`src/rtl/prior_req_capture_4.sv`:
```
// Request capture stage ahead of the 4-to-2 priority encoder: edge detect, sticky pending, masked snapshot, overrun count.
// Optional REQ_SYNC_EN inserts a 2-flop synchroniser on req_in before edge detection.
module prior_req_capture_4 #(
    parameter int WIDTH = 4,
    parameter int IDX_W = 2,
    parameter int OVR_W = 8
) (
    input  logic             clk,
    input  logic             rst,
    input  logic [WIDTH-1:0] req_in,
    input  logic [WIDTH-1:0] mask_in,
    input  logic             ack_valid,
    input  logic [IDX_W-1:0] ack_idx,
    output logic [WIDTH-1:0] input_data,
    output logic             data_valid,
    output logic [OVR_W-1:0] overrun_cnt
);

    typedef enum logic {
        S_IDLE = 1'b0,
        S_HOLD = 1'b1
    } state_t;

    state_t           r_state;
    state_t           w_state_next;
    logic [WIDTH-1:0] r_req_d;
    logic [WIDTH-1:0] r_pending;
    logic [WIDTH-1:0] r_data;
    logic             r_valid;
    logic [OVR_W-1:0] r_ovr;

    logic [WIDTH-1:0] w_req_s;
    logic [WIDTH-1:0] w_edge;
    logic [WIDTH-1:0] w_clr;
    logic [WIDTH-1:0] w_pending_next;
    logic [WIDTH-1:0] w_snapshot;
    logic             w_load;
    logic             w_ack_accept;
    logic             w_overrun;

`ifdef REQ_SYNC_EN
    logic [WIDTH-1:0] r_sync1;
    logic [WIDTH-1:0] r_sync2;

    always_ff @(posedge clk) begin
        if (rst) begin
            r_sync1 <= '0;
            r_sync2 <= '0;
        end else begin
            r_sync1 <= req_in;
            r_sync2 <= r_sync1;
        end
    end

    assign w_req_s = r_sync2;
`else
    assign w_req_s = req_in;
`endif

    assign w_edge     = w_req_s & ~r_req_d;
    assign w_snapshot = r_pending & mask_in;

    always_comb begin
        w_state_next = r_state;
        w_load       = 1'b0;
        w_ack_accept = 1'b0;
        case (r_state)
            S_IDLE: begin
                if (|w_snapshot) begin
                    w_load       = 1'b1;
                    w_state_next = S_HOLD;
                end
            end
            S_HOLD: begin
                if (ack_valid) begin
                    w_ack_accept = 1'b1;
                    w_state_next = S_IDLE;
                end
            end
            default: w_state_next = S_IDLE;
        endcase
    end

    // Out-of-range ack indices match no bit, so nothing is cleared for them.
    always_comb begin
        w_clr = '0;
        for (int i = 0; i < WIDTH; i++) begin
            w_clr[i] = w_ack_accept && (ack_idx == IDX_W'(i));
        end
    end

    // A new edge on a bit being cleared this cycle wins and is not an overrun.
    assign w_pending_next = (r_pending & ~w_clr) | w_edge;
    assign w_overrun      = |(w_edge & r_pending & ~w_clr);

    always_ff @(posedge clk) begin
        if (rst) begin
            r_state <= S_IDLE;
        end else begin
            r_state <= w_state_next;
        end
    end

    always_ff @(posedge clk) begin
        if (rst) begin
            r_req_d   <= '0;
            r_pending <= '0;
            r_data    <= '0;
            r_valid   <= 1'b0;
            r_ovr     <= '0;
        end else begin
            r_req_d   <= w_req_s;
            r_pending <= w_pending_next;
            if (w_load) begin
                r_data  <= w_snapshot;
                r_valid <= 1'b1;
            end else if (w_ack_accept) begin
                r_valid <= 1'b0;
            end
            if (w_overrun && (r_ovr != {OVR_W{1'b1}})) begin
                r_ovr <= r_ovr + 1'b1;
            end
        end
    end

    assign input_data  = r_data;
    assign data_valid  = r_valid;
    assign overrun_cnt = r_ovr;

endmodule

```
`config.mk`:
```
export PLATFORM = sky130hd
export DESIGN_NAME = prior_req_capture_4
export DESIGN_NICKNAME = d
export VERILOG_FILES = /design/src/rtl/prior_req_capture_4.sv
export SDC_FILE = /design/constraint.sdc
export NUM_CORES = 1
export LEC_CHECK = 0
export BUFFER_PORTS_ARGS = -buffer_cell sky130_fd_sc_hd__buf_2
export CORE_MARGIN = 1.5
export CORE_UTILIZATION = 46
export DETAILED_ROUTE_END_ITERATION = 7
export GPL_ROUTABILITY_DRIVEN = 0
export HOLD_SLACK_MARGIN = 0.1
export PLACE_DENSITY = 0.72
export SLEW_MARGIN = 5
export SYNTH_ARGS = -nofsm -noshare
export SYNTH_HDL_FRONTEND = slang
export SYNTH_SLANG_ARGS = --single-unit
```
`constraint.sdc`:
```
create_clock -name clk -period 1.5 [get_ports clk]
set_input_delay 0.225 -clock clk [delete_from_list [all_inputs] [get_ports clk]]
set_output_delay 0.225 -clock clk [all_outputs]
set_load 0.02 [all_outputs]
```
==> flow_summary.ini <==
[outcome]
status = finished, violations left
violations = negative setup slack

[route]
drc = 0
vias_per_cell = 5.249
via_count = 950
drtIter0Drc = 11
routed_wl_um = 2253
drtPass1Iterations = 4
antenna_left = 0
wl_per_cell_um = 12.45

[pwr]
p_leak_nw = 0.6045
vdd_ir_drop_max_uv = 585.0
p_per_area_nw_per_um2 = 851.0

[setup_path]
rrSetupSlack_ns = -0.07
critPathRequiredTime_ns = 1.70
slowest_delay_ns = 0.34
worstPathArrival_ns = 1.78
end_kind = register
startpoint_type = register
r2r_end = overrun_cnt[3]$_SDFFE_PP0P_
crit_buf_inv = 0
path_max_fanout = 4
crit_path_top_delay_cell = dfxtp_2
critPathKind = register to register
r2r-start = r_req_d[3]$_SDFF_PP0_
r2r.worst_path.cells = 5
crit_chain = and3b_2 -> o311ai_4 -> nand4_2 -> and3_4 -> mux2_4
crit_family = simple AND/OR/NAND/NOR gates

[hold_path]
whs_path_depth = 2
hold-path-endpoint = r_req_d[2]$_SDFF_PP0_
min_path_type = input port to register
min_from = req_in[2]

[place]
dp_worst_setup_slack_ns = -0.08881
placedInstanceArea_um2 = 1281
numPlacedInstances = 175
hpwlAfterDp_um = 1665
io_buffers = 25

[synthesis]
synth_area_leaders = dfxtp_1, nor2b_1, nor2_1
synth_seq_area_share_pct = 43.24
yosysTopAreaCellShare_pct = 43.24
synth.distinct_cells = 30
synth_common_cells = dfxtp_1, nor2_1, a21oi_1, nor2b_1, nand2_1
synth-main-ff-cell = dfxtp_1
synth-seq-cells = 22
syn_nets = 129
yosysWarningCount = 0
synthCells = 115
synth_edf_count = 0
syn_avg_cell_area_um2 = 8.856
syn_area_um2 = 1018
yosysTopAreaCell = dfxtp_1
async_flop_share_pct = 0
synth.most_common_cell = dfxtp_1

[final_layout]
nFillCells = 168
multi_input_area_um2 = 619.3
drive_gt1_share_pct = 44.81
area.sequential_um2 = 452.9
nets = 170
final_area_um2 = 1374
diodes = 0
finalNonFillerCells = 181
area_delta_synth_final_pct = 34.89

[die]
die_area_um2 = 2506
num_rows = 16
die_h_um = 50.06
start_util_pct = 50.37
dieWidth_um = 50.06
coreArea_um2 = 2022
num_io_pins = 26

[sta]
hold_viol = 0
rsz0062_at_grt = true
tightest_slew_ns = 0.2945
finClkSkew_ns = 0.001441
fin_ws_ns = -0.07231
period_needed_ns = 1.572
slew_headroom_pct = 80.36
fmax_mhz = 636.0
slew_violations = 0
hold_ws_ns = 0.1444
setup_violations = 6
min_period_over_period_pct = 104.8

[run]
max_cap_violations = 0

[clock_tree]
cts.path.max_buffers = 2
cts_buffers = 3
cts_tree = yes
cts.sinks = 22
clkLatencyLatePin_ns = 0.30
ctsHoldBuffers = 0
cts_max_level = 1
clk_pin_slew_worst_paths_ns = 0.11
root_buffer = clkbuf_4

[global_routing]
grt_max_degree = 18
grt_use_total_pct = 20.19
overflow = 0
first_global_vias = 896
grt_pass1_wl_um = 3864
antenna_found_initial = 0
==> cell families after synthesis <==
logic type	after synthesis	share of synthesized area, %
AOI/OAI and AO/OA	19	12.04
adders and majority gates	1	1.228
and+or+nand+nor	64	35.13
buffers and inverters	4	1.843
DFF	22	43.24
muxes	5	6.511
==> sequential cells by signal (all words and copies together) (netlist names) <==
signal       flops
overrun_cnt      8
input_data       4
r_pending        4
r_req_d          4
data_valid       1
r_state          1
==> placed cells by master (no fill, tap or decap), types with 2 or more instances in the layout <==
cell type  count
dfxtp_2        7
o311ai_4       2
nand2_1        8
clkbuf_4       3
and4_1         2
dfxtp_1       14
a21oi_1       11
nand3_2        2
nand4_1        5
o21ai_0        2
nor2_1        16
nand2b_1       5
buf_4         13
buf_6          2
nor2b_1       12
buf_2         25
mux2_4         4
==> worst max-delay path by stage <==
stage / start / cells past startpoint / endpoint / slack (ns)
6_report: r_req_d[3]$_SDFF_PP0_ / 5 / overrun_cnt[3]$_SDFFE_PP0P_ / -0.07
5_1_grt: r_req_d[3]$_SDFF_PP0_ / 5 / overrun_cnt[7]$_SDFFE_PP0P_ / -0.15
4_1_cts: r_req_d[3]$_SDFF_PP0_ / 5 / overrun_cnt[3]$_SDFFE_PP0P_ / -0.07
3_5_place_dp: ack_idx[0] / 6 / overrun_cnt[7]$_SDFFE_PP0P_ / -0.09
3_3_place_gp: ack_idx[0] / 6 / overrun_cnt[7]$_SDFFE_PP0P_ / -0.07
2_1_floorplan: r_req_d[3]$_SDFF_PP0_ / 5 / overrun_cnt[7]$_SDFFE_PP0P_ / -0.004
==> routing by layer <==
layer	GRT usage, %	vias up	wire (um)
li1	-	485	-
met1	26.37	440	1091
met2	31.80	21	1052
met3	3.636	4	80
met4	9.722	0	28
met5	0	-	0
==> report_power, final <==
group	leakage, nW	switching (W)	internal, W
combinational	0.406	0.000130	0.000125
sequential	0.184	0.0000267	0.000621
clock	0.0138	0.000172	0.0000938
==> per-stage QoR <==
| stage | setup TNS, ns | utilization [%] | total power (W) |
|---|---|---|---|
| after floorplan | -0.003701 | - | 0.0008013 |
| after global placement | -0.3397 | 63.37 | 0.0008842 |
| after detailed placement | -0.4587 | 63.37 | 0.0008907 |
| after CTS | -0.2823 | 67.20 | 0.001169 |
| after global routing | -0.8050 | 67.95 | 0.001226 |
| final | -0.3186 | 67.95 | 0.001169 |
==> worst reg2reg max path: cells and delay by family (launching register included) <==
family / cells / cell delay, ns
AO/OA/AOI/OAI: 1 / 0.25
flip-flops: 1 / 0.34
multiplexers: 1 / 0.29
AND/OR/NAND/NOR: 3 / 0.59
==> cell type report <==
class	count	share of cell area [%]
clock buffer	3	1.639
multi-input combinational	89	45.08
sequential	22	32.97
tap	27	2.459
timing repair buffer	40	17.85
==> timing repair <==
action / 4_1_cts / 5_1_grt
hold endpoints to repair: 0 / 0
endpoints found under the setup margin: 8 / 8
gates resized for setup: 12 / 1
pin swaps: 5 / 5
gates cloned: 0 / 0
setup buffers: 1 / 2
No activity file was read; power rests on OpenSTA's default activity.
